$ cat src/rtl/pkg_config.sv
// Project-wide configuration shared by the fetch/execute datapath blocks.
package pkg_config;
  localparam int DATA_WIDTH = 32;
endpackage

$ cat src/rtl/branch_predictor.sv
// Direct-mapped branch target/direction predictor with zero-latency lookup and registered training.
// Optional same-cycle forwarding of a training write into the lookup path: define BP_BYPASS_EN.
module branch_predictor
  import pkg_config::*;
#(
  parameter int ENTRIES = 16
) (
  input  logic                  clk_i,
  input  logic                  rst_i,
  input  logic [DATA_WIDTH-1:0] pc_i,
  output logic                  pred_hit_o,
  output logic                  pred_taken_o,
  output logic [DATA_WIDTH-1:0] pred_target_o,
  input  logic                  upd_valid_i,
  input  logic [DATA_WIDTH-1:0] upd_pc_i,
  input  logic                  upd_taken_i,
  input  logic [DATA_WIDTH-1:0] upd_target_i,
  input  logic                  upd_pred_taken_i,
  input  logic [DATA_WIDTH-1:0] upd_pred_target_i,
  input  logic                  flush_i,
  output logic                  mispredict_o
);
  localparam int IDX_W = $clog2(ENTRIES);
  localparam int TAG_W = DATA_WIDTH - IDX_W - 2;
  localparam logic [DATA_WIDTH-1:0] PC_STEP = DATA_WIDTH'(4);

  logic [ENTRIES-1:0]    valid_q;
  logic [TAG_W-1:0]      tag_q    [ENTRIES];
  logic [DATA_WIDTH-1:0] target_q [ENTRIES];
  logic [1:0]            ctr_q    [ENTRIES];
  logic                  mispredict_q;

  logic [IDX_W-1:0] look_idx;
  logic [IDX_W-1:0] upd_idx;
  logic [TAG_W-1:0] look_tag;
  logic [TAG_W-1:0] upd_tag;
  logic             unused_pc_bits;

  assign look_idx       = pc_i[IDX_W+1:2];
  assign look_tag       = pc_i[DATA_WIDTH-1:IDX_W+2];
  assign upd_idx        = upd_pc_i[IDX_W+1:2];
  assign upd_tag        = upd_pc_i[DATA_WIDTH-1:IDX_W+2];
  assign unused_pc_bits = ^upd_pc_i[1:0];

  // Post-update image of the entry addressed by upd_pc_i; upd_write says whether it is stored.
  logic                  upd_hit;
  logic                  upd_write;
  logic [1:0]            new_ctr;
  logic [DATA_WIDTH-1:0] new_target;

  always_comb begin
    upd_hit    = valid_q[upd_idx] && (tag_q[upd_idx] == upd_tag);
    upd_write  = 1'b0;
    new_ctr    = ctr_q[upd_idx];
    new_target = target_q[upd_idx];
    if (upd_valid_i) begin
      if (upd_hit) begin
        upd_write = 1'b1;
        if (upd_taken_i) begin
          new_ctr    = (ctr_q[upd_idx] == 2'b11) ? 2'b11 : ctr_q[upd_idx] + 2'd1;
          new_target = upd_target_i;
        end else begin
          new_ctr = (ctr_q[upd_idx] == 2'b00) ? 2'b00 : ctr_q[upd_idx] - 2'd1;
        end
      end else if (upd_taken_i) begin
        upd_write  = 1'b1;
        new_ctr    = 2'b10;
        new_target = upd_target_i;
      end
    end
  end

  logic                  look_hit;
  logic [1:0]            look_ctr;
  logic [DATA_WIDTH-1:0] look_target;

  always_comb begin
    look_hit    = valid_q[look_idx] && (tag_q[look_idx] == look_tag);
    look_ctr    = ctr_q[look_idx];
    look_target = target_q[look_idx];
`ifdef BP_BYPASS_EN
    if (upd_write && !flush_i && (upd_idx == look_idx) && (upd_tag == look_tag)) begin
      look_hit    = 1'b1;
      look_ctr    = new_ctr;
      look_target = new_target;
    end
`endif
  end

  assign pred_hit_o    = look_hit;
  assign pred_taken_o  = look_hit && look_ctr[1];
  assign pred_target_o = pred_taken_o ? look_target : pc_i + PC_STEP;
  assign mispredict_o  = mispredict_q;

  // Flush wins over a same-cycle training write, but the mispredict flag still reports it.
  always_ff @(posedge clk_i) begin
    if (rst_i) begin
      valid_q      <= '0;
      mispredict_q <= 1'b0;
      for (int i = 0; i < ENTRIES; i++) begin
        ctr_q[i]    <= 2'b01;
        target_q[i] <= '0;
        tag_q[i]    <= '0;
      end
    end else begin
      mispredict_q <= upd_valid_i &&
                      ((upd_pred_taken_i != upd_taken_i) ||
                       (upd_taken_i && (upd_pred_target_i != upd_target_i)));
      if (flush_i) begin
        valid_q <= '0;
      end else if (upd_write) begin
        valid_q[upd_idx]  <= 1'b1;
        tag_q[upd_idx]    <= upd_tag;
        ctr_q[upd_idx]    <= new_ctr;
        target_q[upd_idx] <= new_target;
      end
    end
  end
endmodule

$ cat config.mk
export PLATFORM = sky130hd
export DESIGN_NAME = branch_predictor
export DESIGN_NICKNAME = d
export VERILOG_FILES = /design/src/rtl/pkg_config.sv /design/src/rtl/branch_predictor.sv
export SDC_FILE = /design/constraint.sdc
export NUM_CORES = 2
export LEC_CHECK = 0
export ABC_AREA = 0
export BUFFER_PORTS_ARGS = -buffer_cell sky130_fd_sc_hd__buf_2
export CORE_AREA = 2 2 308 370
export CTS_CLUSTER_SIZE = 16
export DETAILED_ROUTE_END_ITERATION = 12
export DIE_AREA = 0 0 310 372
export PLACE_DENSITY_LB_ADDON = 0.15
export SYNTH_ARGS = -nofsm -noshare
export SYNTH_HDL_FRONTEND = slang
export SYNTH_SLANG_ARGS = --single-unit
$ cat constraint.sdc
create_clock -name clk_i -period 4 [get_ports clk_i]
set_input_delay 0.4 -clock clk_i [delete_from_list [all_inputs] [get_ports clk_i]]
set_output_delay 0.4 -clock clk_i [all_outputs]
set_load 0.05 [all_outputs]
### After elaboration in Yosys (flattened, before gate mapping)

Memory sizes are Yosys's and may differ from the RTL's.
Cells that the tools add are included.

| operators by class | value |
|---|---|
| add/sub/neg operators | 3 |
| multipliers | 0 |
| div/mod/pow operators | 0 |
| $lt $le $gt $ge | 3 |
| equality and inequality tests | 7 |
| shift operators | 0 |
| mux-type cells | 33 |
| bitwise gates (word level) | 1 |
| reduce and logical (&&, ||, !) cells | 13 |

Operator list:

| operator | count |
|---|---|
| 32-bit two-way mux | 4 |
| 26-bit == test | 2 |
| 32-bit by 3-bit adder with 32-bit output (second input constant) | 1 |
| 32-bit != test | 1 |
| 32-bit OR reduction | 1 |
| 26-bit two-way mux | 1 |
| 26-bit OR reduction | 1 |
| 16-bit OR | 1 |
| 1-bit two-way mux | 15 |
| 2-bit two-way mux | 7 |
| 4-bit two-way mux | 3 |
| 4-bit by 5-bit less-than comparator with 1-bit output (second input constant) | 2 |
| 1-bit binary-select mux with 4-bit select | 2 |
| 1-bit logical AND | 6 |
| 1-bit demux with 4-bit select | 1 |
| 4-bit by 1-bit greater-or-equal comparator with 1-bit output (second input constant) | 1 |
| 2-bit OR reduction | 2 |
| 3-bit AND reduction | 1 |
| 2-bit by 1-bit adder with 2-bit output (second input constant) | 1 |
| 2-bit == test (second input constant) | 1 |
| 2-bit zero test | 1 |
| 2-bit != test (second input constant) | 1 |
| 2-bit by 1-bit subtractor with 2-bit output (second input constant) | 1 |
| 1-bit logical OR | 1 |
| other kinds (2) | 2 |

| word-level totals | value |
|---|---|
| flip-flop bits (word level) | 17 |
| bits in latches | 0 |
| memory bits (writable) | 960 |
| memory bits (read-only) | 0 |
| bits of input ports | 134 |
| output and inout port bits | 35 |
| word-level logic and storage cells | 65 |
| memories | 3 |

Memories:

| name | words | width | read ports | clocked after Yosys merged registers in | write ports | RTL line | RTL |
|---|---|---|---|---|---|---|---|
| target_q | 16 | 32 | 1 | 0 | 16 | branch_predictor.sv:29 | `logic [DATA_WIDTH-1:0] target_q [ENTRIES];` |
| tag_q | 16 | 26 | 2 | 0 | 16 | branch_predictor.sv:28 | `logic [TAG_W-1:0] tag_q [ENTRIES];` |
| ctr_q | 16 | 2 | 2 | 0 | 16 | branch_predictor.sv:30 | `logic [1:0] ctr_q [ENTRIES];` |

### Depth between registers and ports, before layout

| depth | value |
|---|---|
| depth in word-level cells | 12 |
| gate-level depth with buffers | 16 |
| depth with buffers taken out | 9 |

### Worst setup path after synthesis

Ideal clock, no wire load.

| timing path | value |
|---|---|
| path kind | input -> output |
| start | input port pc_i[2] |
| end | output port pred_taken_o |
| arrival time | 4.490 ns |
| setup slack | -0.890 ns |
| stages on the path | 12 |
| path through | buf_4 buf_4 buf_2 buf_2 mux4_2 a211oi_1 a21oi_1 xnor2_1 nand3_1 or4_1 nor2_1 nor2b_1 |

| on the way | value |
|---|---|
| longest elaborated chain between the ends | 4 |
| elaborated cells between the ends (all ways) | 7 |
| those cells by class | eq/ne: 1; mux: 2; reduce/logical: 2; memory: 2 |

Ends and longest elaborated chain:

| element | RTL line | RTL |
|---|---|---|
| start, declared | branch_predictor.sv:10 | `input logic [DATA_WIDTH-1:0] pc_i,` |
| memory read 16 x 26 bit or 1-bit binary-select mux with 4-bit select (tied branches) | - |  |
| 26-bit == test or 1-bit two-way mux (tied branches) | branch_predictor.sv:78 | `look_hit = valid_q[look_idx] && (tag_q[look_idx] == look_tag);` |
| 1-bit logical AND (*) | branch_predictor.sv:78 |  |
| via pred_hit_o | branch_predictor.sv:11 | `output logic pred_hit_o,` |
| 1-bit logical AND (*) | branch_predictor.sv:91 | `assign pred_taken_o = look_hit && look_ctr[1];` |
| end, declared | branch_predictor.sv:12 | `output logic pred_taken_o,` |

Mark *: on every way through the listed nets, which the timed path passes. The rest lies on a longest branch. The select of a mux whose other input is x is not followed.

==> summary.txt <==
Synth async-reset ratio -> 0
Pleak -> 21.2 nW
overflow left after global routing -> 0
number of global-route vias before repair -> 32.8k
Seq/Total Area, Yosys -> 0.584
Root Buffer -> clkbuf_16
Worst-path clk slew -> 0.06 ns
synth warn -> 0
die height -> 372 microns
max frequency -> 0.229 GHz
Yosys cell types -> 57
R2R Path End -> tag_q[13][7]$_SDFFCE_PN0P_
IO Pins -> 169
ANT nets after route -> 0
failing checks -> setup timing
register bit total from synthesis -> 977
critical path endpoint -> pred_target_o[17]
chip width -> 310 microns
Top FF cell, synth -> edfxtp_1
Placement Cell Area -> 55200 sq um
worst slew pin tran -> 0.898 ns
CP startpoint kind -> flip-flop
crit path capture type -> output port
CTS Buf Count -> 103
1st-iter DRT viols -> 3665
final net count -> 3745
clock tree from TritonCTS -> built
Synth Cell Area -> 49900 sq um
dpl hpwl -> 112000 microns
syn nets -> 3410
routed via count divided by cell count -> 6.02
Post-synth top cells -> edfxtp_1, and2_1, mux4_2
min Tclk post-route -> 4.37 ns
pre-CTS setup slack -> -0.557 ns
Hold Crit Depth -> 2
first-pass GRT wire length -> 240000 microns
final hold slack -> 0.0612 ns
worst r2r src -> tag_q[3][1]$_SDFFCE_PN0P_
count of pins over their slew limit -> 0
# rows -> 135
die area -> 115000 sq um
Arrival @ worst endpoint -> 3.97 ns
total core area -> 112000 sq um
Tcrit/Tclk final -> 1.09
CP max FO -> 8
Setup violations, final -> 33
Fin Clk Skew -> 0.0415 ns
Slew headroom -> 0.401
gr usage total -> 0.298
count leader, synth -> edfxtp_1
cell area power density -> 410 nW/um^2
data required time of the critical path -> 3.60 ns
Post-synth EDFFs -> 960
CTS H-tree depth -> 3
Wirelength per Cell -> 32.6 microns
register-to-register setup slack -> 0.12 ns
Mean Syn Cell Area -> 15.2 sq um
total chip power -> 24.2 mW
worst hold path type -> input pin to flip-flop
drt pass-1 iters -> 5
GPL Wtd Cong -> 0.917
Reg2Reg Depth -> 12
DR vias -> 31.3k
design area -> 59000 sq um
peak supply drop -> 309 uV
max_cap viols -> 0
final wirelength -> 170000 microns
Fin. Hold Viols -> 0
Synth area leaders -> edfxtp_1, mux4_2, and2_1
area grow syn2layout -> 18.1%
RSZ-0062 raised after global routing -> true
Clock Latency Late Sink -> 0.72 ns
Post-Syn Instances -> 3275
initial core utilization -> 0.445
share of the synthesized area in the top cell type -> 0.577
Clock Sink Count -> 977
largest net degree at the start of global routing -> 54
initial antenna violation count -> 25
clock buffer depth -> 3
Post-route DRC -> 0
final worst slack -> -0.365 ns
Port Buffers -> 166
outcome -> complete, but fails checks
share of layout cells above drive strength 1 -> 0.321
largest area contributor in the netlist -> edfxtp_1
WS Path Type -> flip-flop to output port
critical path startpoint -> tag_q[5][22]$_SDFFCE_PN0P_
worst max-delay path: stages (launching register included):
cell and delay, ns:
edfxtp_1 0.41, mux4_2 0.51, nor2b_4 0.15, a211oi_4 0.23, a21oi_4 0.08, xor2_2 0.22, nor4b_4 0.23, buf_4 0.17
nand4_1 0.14, nor4_4 0.22, buf_12 0.20, buf_12 0.15, mux2_2 0.36, buf_6 0.16
area by class of cell:
class | instances | area (sq um)
fill | 9318 | 53200
sequential | 977 | 29200
multi-input combinational | 1989 | 19800
timing repair buffer | 535 | 4990
clock buffer | 122 | 2650
tap | 1507 | 1890
clock inverter | 64 | 529
inverter | 4 | 17.5
antenna | 4 | 10.0
layout by cell type (no fill, tap or decap), types with 30 or more instances in the layout:
cell and instances:
mux4_2 352, and2_1 933, mux2_2 46, buf_4 280, buf_6 32, edfxtp_1 960
xnor2_1 43, xor2_1 70, nand2_1 51, a22oi_1 30, buf_12 86, clkbuf_16 103
mux2i_1 129, buf_2 126
per-layer routing:
layer / wire length, microns / vias to the layer above / GRT usage / share of wire
li1: - / 12972 / - / -
met1: 61100 / 16383 / 0.365 / 0.36
met2: 86800 / 1599 / 0.518 / 0.51
met3: 13500 / 371 / 0.0490 / 0.080
met4: 8290 / 4 / 0.132 / 0.049
met5: 25 / - / 0 / 0.00015
registers in the layout, indices dropped and copies added (netlist names):
register and count:
target_q 512, tag_q 416, ctr_q 32, valid_q 16, mispredict_o 1
per-stage QoR:
stage                util  cells  setup TNS [ns]
global placement    0.492   4996         -174.15
detailed placement  0.492   4996         -169.31
floorplan               -   3275          -20.57
CTS                 0.524   5189          -13.29
finish              0.526   5202          -10.77
global route        0.526   5201          -16.05
logic make-up after synthesis:
kind of cell / Yosys count / synth area share
AND/OR/NAND/NOR: 1212 / 0.151
flip-flops: 977 / 0.584
multiplexers: 538 / 0.197
buffers and inverters: 309 / 0.0296
AO/OA/AOI/OAI: 121 / 0.0172
XOR/XNOR: 117 / 0.0205
adder cells (fa/ha/maj): 1 / 0.000251
report_power, final:
group          leakage, nW  total [mW]  internal (mW)  switching, mW
sequential            9.28        12.0           11.7          0.216
clock                 1.54        9.23           5.11           4.12
combinational         10.4        3.01           1.31           1.70
total                 21.2        24.2           18.2           6.03
what timing repair did:
action                                  4_1_cts  5_1_grt
pin swaps                                    10        6
endpoints found under the hold margin         1        0
gates resized for setup                      96       31
hold buffers                                  1        0
endpoints found under the setup margin       34      121
setup buffers                                 7        9
worst min-delay path by stage:
stage	from	to	slack [ns]
floorplan	valid_q[10]$_SDFFE_PP0N_	valid_q[10]$_SDFFE_PP0N_	0.43
global placement	valid_q[1]$_SDFFE_PP0N_	valid_q[1]$_SDFFE_PP0N_	0.45
detailed placement	valid_q[7]$_SDFFE_PP0N_	valid_q[7]$_SDFFE_PP0N_	0.46
CTS	upd_valid_i	mispredict_o$_SDFF_PP0_	0.01
global route	upd_valid_i	mispredict_o$_SDFF_PP0_	0.05
finish	upd_valid_i	mispredict_o$_SDFF_PP0_	0.06
No activity file was read; power rests on OpenSTA's default activity.
